--- src/rtl/store_narrower.sv ---
// store_narrower: narrows a 32-bit register to a byte/half/word store and emits it big-endian,
// one byte per accepted beat, flagging stores whose re-extension would not restore the register.
module store_narrower #(
    parameter int ADDR_W     = 32,
    parameter bit SIGNED_CHK = 1'b1
) (
    input  logic              clk,
    input  logic              reset_n,
    input  logic              start,
    input  logic [1:0]        size,
    input  logic [ADDR_W-1:0] addr,
    input  logic [31:0]       data,
    output logic              busy,
    output logic              done,
    output logic              err,
    output logic              lossy,
    output logic              mem_we,
    output logic [ADDR_W-1:0] mem_addr,
    output logic [7:0]        mem_wdata,
    input  logic              mem_ready
);
    typedef enum logic {IDLE, SEND} state_t;
    state_t            state_q, state_d;
    logic [ADDR_W-1:0] base_q, base_d;
    logic [31:0]       data_q, data_d;
    logic [1:0]        size_q, size_d, idx_q, idx_d;
    logic              done_q, done_d, err_q, err_d, lossy_q, lossy_d;
    logic              legal, last, lossy_calc;
    logic [1:0]        last_idx;
    logic [31:0]       shifted;
    always_comb begin
        legal      = (size == 2'b00) || (size == 2'b01 && !addr[0]) || (size == 2'b10 && addr[1:0] == 2'b00);
        last_idx   = size_q == 2'b00 ? 2'd0 : size_q == 2'b01 ? 2'd1 : 2'd3;
        last       = mem_ready && idx_q == last_idx;
        // Lossy when the discarded upper bits are not a pure extension of the stored part.
        lossy_calc = size_q == 2'b00 ? data_q[31:8] != {24{SIGNED_CHK && data_q[7]}} :
                     size_q == 2'b01 ? data_q[31:16] != {16{SIGNED_CHK && data_q[15]}} : 1'b0;
    end
    always_ff @(posedge clk) begin
        if (!reset_n) begin
            state_q <= IDLE;
            base_q  <= '0;
            data_q  <= '0;
            size_q  <= '0;
            idx_q   <= '0;
            done_q  <= 1'b0;
            err_q   <= 1'b0;
            lossy_q <= 1'b0;
        end else begin
            state_q <= state_d;
            base_q  <= base_d;
            data_q  <= data_d;
            size_q  <= size_d;
            idx_q   <= idx_d;
            done_q  <= done_d;
            err_q   <= err_d;
            lossy_q <= lossy_d;
        end
    end
    always_comb begin
        state_d = state_q;
        base_d  = base_q;
        data_d  = data_q;
        size_d  = size_q;
        idx_d   = idx_q;
        done_d  = 1'b0;
        err_d   = 1'b0;
        lossy_d = lossy_q;
        if (state_q == IDLE) begin
            if (start && legal) begin
                state_d = SEND;
                base_d  = addr;
                data_d  = data;
                size_d  = size;
                idx_d   = 2'd0;
            end
            err_d = start && !legal;
        end else if (mem_ready) begin
            idx_d = idx_q + 2'd1;
            if (last) begin
                state_d = IDLE;
                done_d  = 1'b1;
                lossy_d = lossy_calc;
            end
        end
    end
    always_comb begin
        mem_we    = state_q == SEND;
        busy      = mem_we;
        done      = done_q;
        err       = err_q;
        lossy     = lossy_q;
        // Big-endian: the first beat carries the most significant stored byte.
        shifted   = data_q >> {last_idx - idx_q, 3'b000};
        mem_addr  = mem_we ? base_q + ADDR_W'(idx_q) : '0;
        mem_wdata = mem_we ? shifted[7:0] : 8'h00;
    end
endmodule

--- config.mk ---
export PLATFORM = sky130hd
export DESIGN_NAME = store_narrower
export DESIGN_NICKNAME = d
export VERILOG_FILES = /design/src/rtl/store_narrower.sv
export SDC_FILE = /design/constraint.sdc
export NUM_CORES = 1
export LEC_CHECK = 0
export ABC_AREA = 1
export CAP_MARGIN = 25
export CORE_MARGIN = 2
export CORE_UTILIZATION = 40
export CTS_BUF_LIST = sky130_fd_sc_hd__clkbuf_4 sky130_fd_sc_hd__clkbuf_8 sky130_fd_sc_hd__clkbuf_16
export DETAILED_ROUTE_END_ITERATION = 16
export HOLD_SLACK_MARGIN = 0.12
export PLACE_DENSITY = 0.79
export SYNTH_ARGS = -nofsm -noshare
export SYNTH_HDL_FRONTEND = slang
export SYNTH_SLANG_ARGS = --single-unit
--- constraint.sdc ---
create_clock -name clk -period 2.82 [get_ports clk]
set_input_delay 0.705 -clock clk [delete_from_list [all_inputs] [get_ports clk]]
set_output_delay 0.705 -clock clk [all_outputs]
set_load 0.02 [all_outputs]
==> metrics.md, run 1 <==
| Metric | Value |
|---|---|
| Run status | `finished, final reports clean` |
| Final hold violations | `0` |
| Switch share | `27.7%` |
| Post-synth cell types | `37` |
| Fill count | `1001` |
| Synth Area in Simple Gates | `33.3%` |
| Number of synthesized flops with an enable pin | `0` |
| Routed wire length | `13200 µm` |
| Worst hold slack | `475 ps` |
| Clk sinks | `72` |
| Starting Density | `40.8%` |
| Drt pass-1 iters | `5` |
| Core area | `10200 µm²` |
| First-pass GRT wire length | `20900 µm` |
| Final period util | `98.2%` |
| Routed len/inst | `14.4 µm` |
| Number of port buffers | `114` |
| Commonest non-fill, non-tap cells in the layout | `nor2_1 (163), nand2_1 (108), clkdlybuf4s50_1 (75)` |
| Clock Latency Late Sink | `360 ps` |
| Seq cells post-synth | `72` |
| Root Buffer | `clkbuf_8` |
| Clock Pin Slew Worst Setup and Hold Paths | `80 ps` |
| Minimum clock period | `2770 ps` |
| CTS tree | `built` |
| Nature of the critical path endpoint | `output pin` |
| Nets@finish | `849` |
| Multi-input logic area | `2480 µm²` |
| Reg2Reg Depth | `6` |
| Worst reg2reg setup slack | `1200 ps` |
| Logic gate share of total power | `20.1%` |
| Synthesized cell area | `4180 µm²` |
| Worst EP required | `2120 ps` |
| Net switching power | `0.000817 W` |
| Area Growth Syn to Fin | `41.6%` |
| Drt drc | `0` |
| Combinational family with the most area after synthesis | `simple AND/OR/NAND/NOR gates` |
| Syn avg cell area | `6.53 µm²` |
| Number of global-route vias before repair | `4263` |
| Clock Power Share | `40.3%` |
| Finish-stage setup viols | `0` |
| Total grt overflow | `0` |
| R2r endpoint | `data_q[14]` |
| IO Count | `115` |
| Critical path class | `register to output pin` |
| CP max FO | `3` |
| Maximum vdd drop | `0.278 mV` |
| Startpoint Class | `register` |
| Part of the power in registers | `39.6%` |
| Width of the die | `106 µm` |
| Max-cap violations | `0` |
| FP Rows | `37` |
| Layout cells sized above 1 | `18.6%` |
| Min-delay worst type | `register to register` |
| Beginning of the worst register-to-register path | `busy` |
| Largest net degree at the start of global routing | `70` |
| Max Clk Rate | `361 MHz` |
| Vias | `4637` |
| Hold path endpoint | `base_q[31]` |
| Post-Synth Adder-Cell Area | `1.38%` |
| TNS Setup | `0 ps` |
| Worst Tran Pin Value | `492 ps` |
| RSZ-0062 raised after global routing | `true` |
| Dpl cell area | `5560 µm²` |
| Pleak | `2.47 nW` |
| Pwr/cell area | `499 nW/µm²` |
| Int Pwr | `0.00214 W` |
| Syn Inst Count | `640` |
| Sequential fraction of the synthesis area | `34.5%` |
| Max-slew violations | `0` |
| XOR/XNOR share of the synthesized area | `2.46%` |
| Placer Congestion | `0.922` |
| H-tree levels | `3` |
| 1st-iter DRT viols | `278` |
| Gr usage total | `23.7%` |
| Hold Crit Start | `base_q[31]` |
| Register Area | `1450 µm²` |
| Total CTS buffers | `9` |
| Routed Antenna Nets | `0` |
| Hold Crit Depth | `2` |
| Maximum clock insertion buffer count | `2` |
| Vias per Instance | `5.06` |
| Initial antenna violation count | `0` |
| ANT cells | `0` |
| Async SR Flop Fraction | `0%` |
| Main synth FF type | `dfxtp_1` |
| Yosys warning count | `0` |
| Commonest non-fill, non-tap cell in the layout | `nor2_1` |
| DP Wirelength | `9880 µm` |
| Die Height | `106 µm` |
| Max_slew headroom | `66.9%` |
| Compound-Gate Fraction of Synth Area | `17.8%` |
| Full die area | `11300 µm²` |
| Post-synthesis mux area share | `0.959%` |
| Final Cell Area | `5920 µm²` |
| WP data arrival | `2070 ps` |
| Final Skew | `8.24 ps` |
| Syn Nets | `714` |
registers in the layout, summed over array words and instances (netlist names):
| name | cells |
|---|---|
| err | 1 |
| base_q | 32 |
| done | 1 |
| lossy | 1 |
| idx_q | 2 |
| data_q | 32 |
| busy | 1 |
| size_q | 2 |
worst max path at each step:
| stage | from | endpoint | slack (ps) |
|---|---|---|---|
| after global routing | idx_q[0] | mem_addr[30] | -120 |
| final | idx_q[0] | mem_addr[26] | 50 |
| after CTS | idx_q[0] | mem_addr[30] | -30 |
| after floorplan | idx_q[0] | mem_addr[8] | 360 |
| after detailed placement | idx_q[0] | mem_wdata[2] | -260 |
| after global placement | idx_q[0] | mem_wdata[5] | -120 |
power groups by stage:
stage	sequential [W]	combinational [W]	clock (W)
floorplan	0.00118	0.000347	0
global placement	0.00119	0.000569	0
detailed placement	0.00119	0.000579	0
CTS	0.00117	0.000588	0.00121
global route	0.00118	0.000658	0.00124
finish	0.00117	0.000593	0.00119
repair_timing:
| item | in CTS | in global routing |
|---|---|---|
| hold buffers | 0 | 0 |
| pin swaps | 6 | 9 |
| buffers inserted | 4 | 3 |
| setup endpoints to repair | 38 | 32 |
| resized for setup | 127 | 71 |
| gates cloned | 0 | 0 |
area by class of cell:
type | count | share of cell area [%]
multi-input combinational | 489 | 41.9
sequential | 72 | 24.5
timing repair buffer | 154 | 22.7
inverter | 49 | 3.11
tap | 136 | 2.88
clock inverter | 7 | 2.81
clock buffer | 9 | 2.09
per-layer routing:
| metal | vias to the layer above | routed length [µm] | global-route usage, % |
|---|---|---|---|
| li1 | 2338 | - | - |
| met1 | 2117 | 5920 | 30.7 |
| met2 | 162 | 6090 | 38.8 |
| met3 | 20 | 882 | 4.35 |
| met4 | 0 | 257 | 9.40 |
| met5 | - | 0 | 0 |
cell usage after synthesis, drive strengths merged, types with 3 or more instances:
master / n / area (µm²)
nor2: 174 / 668
nand2: 116 / 440
o21ai: 77 / 389
dfxtp: 72 / 1440
inv: 48 / 180
a21oi: 38 / 190
nand3: 25 / 135
buf: 18 / 173
nor3: 16 / 90.1
clkbuf: 12 / 45.0
a211oi: 10 / 120
xor2: 8 / 77.6
nand4: 6 / 37.5
mux2i: 4 / 40.0
ha: 3 / 37.5
cell families after synthesis:
kind of cell / count (synthesis)
DFF: 72
xor gates and xnor gates: 10
and+or+nand+nor: 340
muxes: 4
AOI/OAI and AO/OA: 131
adders and majority gates: 4
buffers and inverters: 79
critical path, stage by stage (launching register included):
cell	delay, ps
dfxtp_4	360
ha_4	170
fa_2	420
nand3_4	140
nor2_4	60
nand2_4	80
inv_2	60
nand2_2	70
xor2_1	140
nor2_1	50
buf_4	160
through the flow:
stage          setup slack, ps  total power (W)  util (%)  cells
2_1_floorplan              356          0.00152         -    640
3_3_place_gp              -118          0.00176      54.3    893
3_5_place_dp              -258          0.00177      54.3    893
4_1_cts                  -28.5          0.00296      57.5    913
5_1_grt                   -115          0.00308      57.8    916
6_report                  49.8          0.00295      57.8    916
No activity file was read; power rests on OpenSTA's default activity.
==> run 2, diff against run 1 <==
--- a/config.mk
+++ b/config.mk
@@ -6,7 +6,7 @@
 export NUM_CORES = 1
 export LEC_CHECK = 0
 export ABC_AREA = 1
-export CAP_MARGIN = 25
+export CAP_MARGIN = 20
 export CORE_MARGIN = 2
 export CORE_UTILIZATION = 40
 export CTS_BUF_LIST = sky130_fd_sc_hd__clkbuf_4 sky130_fd_sc_hd__clkbuf_8 sky130_fd_sc_hd__clkbuf_16
==> results of run 2 <==
Final layout, timing and power as in run 1 (identical DEF).
==> run 3, diff against run 2 <==
--- a/config.mk
+++ b/config.mk
@@ -6,11 +6,12 @@
 export NUM_CORES = 1
 export LEC_CHECK = 0
 export ABC_AREA = 1
-export CAP_MARGIN = 20
+export CAP_MARGIN = 10
 export CORE_MARGIN = 2
 export CORE_UTILIZATION = 40
 export CTS_BUF_LIST = sky130_fd_sc_hd__clkbuf_4 sky130_fd_sc_hd__clkbuf_8 sky130_fd_sc_hd__clkbuf_16
 export DETAILED_ROUTE_END_ITERATION = 16
+export GPL_ROUTABILITY_DRIVEN = 0
 export HOLD_SLACK_MARGIN = 0.12
 export PLACE_DENSITY = 0.79
 export SYNTH_ARGS = -nofsm -noshare
==> constraint.sdc (replaced) <==
create_clock -name clk -period 2.7 [get_ports clk]
set_input_delay 0.675 -clock clk [delete_from_list [all_inputs] [get_ports clk]]
set_output_delay 0.675 -clock clk [all_outputs]
set_load 0.02 [all_outputs]
==> run 3 against run 2 <==
  * The run now ends with negative setup slack left
  * Sequential power increased by 5%
  * Final cell count grew 0.55%
  * Critical path depth is the same
  * Worst setup slack worse by 65 ps
  * Wire length grew 1.0%
  * Clock power is 19% lower
  * Combinational power grew 8.4%
  * Critical path type unchanged
  * Critical endpoint is now mem_addr[30]
  * Highest routed layer unchanged
==> metrics.md, run 3 (synthesis results as in run 1) <==
| Metric | Value |
|---|---|
| Run status | `complete, but fails checks` |
| Failing checks | `negative setup slack` |
| Max-cap violations | `0` |
| Max_slew headroom | `70.8%` |
| Worst hold slack | `481 ps` |
| Number of global-route vias before repair | `4581` |
| Hold Crit Start | `base_q[31]` |
| Nature of the critical path endpoint | `output pin` |
| CTS tree | `built` |
| Hold Crit Depth | `2` |
| Full die area | `11300 µm²` |
| Width of the die | `106 µm` |
| CP max FO | `4` |
| Root Buffer | `clkbuf_8` |
| Critical path class | `register to output pin` |
| Final period util | `101%` |
| First-pass GRT wire length | `21100 µm` |
| Routed len/inst | `14.4 µm` |
| FP Rows | `37` |
| Logic gate share of total power | `22.6%` |
| Nets@finish | `854` |
| Final hold violations | `0` |
| Cts-stage hold buffer count | `0` |
| Total CTS buffers | `9` |
| Crit path from | `idx_q[0]` |
| Largest net degree at the start of global routing | `70` |
| Worst reg2reg setup slack | `1060 ps` |
| Multi-input logic area | `2550 µm²` |
| Max Clk Rate | `368 MHz` |
| Startpoint Class | `register` |
| H-tree levels | `3` |
| Drt pass-1 iters | `5` |
| TNS Setup | `-23.6 ps` |
| Pleak | `2.50 nW` |
| Layout cells sized above 1 | `20.9%` |
| Maximum clock insertion buffer count | `2` |
| Commonest non-fill, non-tap cells in the layout | `nor2_1 (161), nand2_1 (108), clkdlybuf4s50_1 (75)` |
| Vias | `4762` |
| Clock Power Share | `34.1%` |
| Number of port buffers | `114` |
| Final worst setup slack | `-15.0 ps` |
| Part of the power in registers | `43.3%` |
| Vias per Instance | `5.17` |
| ANT cells | `0` |
| Fill count | `919` |
| Initial antenna violation count | `0` |
| Total grt overflow | `0` |
| Largest regs | `base_q (32), data_q (32)` |
| Worst Tran Pin Value | `434 ps` |
| Clk sinks | `72` |
| Drt drc | `0` |
| Final Skew | `9.94 ps` |
| Clock Pin Slew Worst Setup and Hold Paths | `80 ps` |
| Final Util | `58.8%` |
| Worst setup slack after placement | `-305 ps` |
| Net switching power | `0.000855 W` |
| Routed wire length | `13300 µm` |
| Die Height | `106 µm` |
| Commonest non-fill, non-tap cell in the layout | `nor2_1` |
| WP data arrival | `2040 ps` |
| Reg2Reg Depth | `8` |
| Area Growth Syn to Fin | `44.1%` |
| Finish-stage setup viols | `2` |
| Switch share | `30.1%` |
| Clock Latency Late Sink | `350 ps` |
| Gr usage total | `23.2%` |
| Min-delay worst type | `register to register` |
| RSZ-0062 raised after global routing | `true` |
| Final Cell Area | `6020 µm²` |
| Dpl cell area | `5590 µm²` |
| Worst EP required | `2030 ps` |
| IO Count | `115` |
| 1st-iter DRT viols | `311` |
| Starting Density | `40.8%` |
| Minimum clock period | `2720 ps` |
| DP Wirelength | `9240 µm` |
| Routed Antenna Nets | `0` |
| Beginning of the worst register-to-register path | `busy` |
| Max-slew violations | `0` |
| Pwr/cell area | `472 nW/µm²` |
| Maximum vdd drop | `0.241 mV` |
| Register Area | `1460 µm²` |
| Core area | `10200 µm²` |
| Int Pwr | `0.00198 W` |
## run 3: cell types whose count changed in the layout (fill, tap and decap cells not counted), moves of 3 or more
cell,before,now
clkinv_2,0,3
bufinv_16,5,2
nand3_1,23,20
buf_6,1,5
buf_2,10,15
dfxtp_1,67,64
nand3_2,1,4
clkbuf_2,10,2
## run 3: cell type report
class	count	area share, %
repair buffers	159	23.8
inverters	49	3.10
flip-flops and latches	72	24.2
clock inverters	6	1.37
multi-input cells	489	42.4
well taps	136	2.83
clock buffers	10	2.29
## run 3: power groups by stage
stage | Sequential, W | Clock, W | Combinational, W
CTS | 0.00122 | 0.000971 | 0.000627
global route | 0.00124 | 0.00102 | 0.000707
global placement | 0.00124 | 0 | 0.000596
floorplan | 0.00123 | 0 | 0.000363
detailed placement | 0.00124 | 0 | 0.000607
finish | 0.00123 | 0.000968 | 0.000643
## run 3: path summary, 6_finish.rpt
path                  endpoint
setup / recovery  mem_addr[30]
hold / removal      base_q[31]
hold reg to reg     base_q[31]
setup reg to reg     data_q[3]
## run 3: repair_timing
item,in CTS,in global routing
gates resized for setup,190,49
endpoints found under the setup margin,39,36
setup buffers,8,1
pin swaps,14,12
## run 3: worst max-delay path: stages (launching register included)
cell and delay [ps]:
dfxtp_4 370, ha_4 140, fa_2 230, nand3_4 130
nor3_4 180, inv_2 90, nor2_4 110, nand2_1 70
xor2_1 140, nor2_1 100, buf_4 150
## run 3: routing by layer
metal	share of wire [%]	track usage [%]	wire, µm	up-vias
met2	47	39.2	6240	241
met4	3.1	11.3	416	0
li1	-	-	-	2347
met5	0	0	0	-
met3	9.4	5.33	1260	42
met1	40	27.6	5370	2132
## run 3: per-stage QoR
| step | cells | total power [W] |
|---|---|---|
| floorplan | 640 | 0.00159 |
| global placement | 896 | 0.00183 |
| detailed placement | 896 | 0.00185 |
| CTS | 920 | 0.00282 |
| global route | 921 | 0.00296 |
| finish | 921 | 0.00284 |
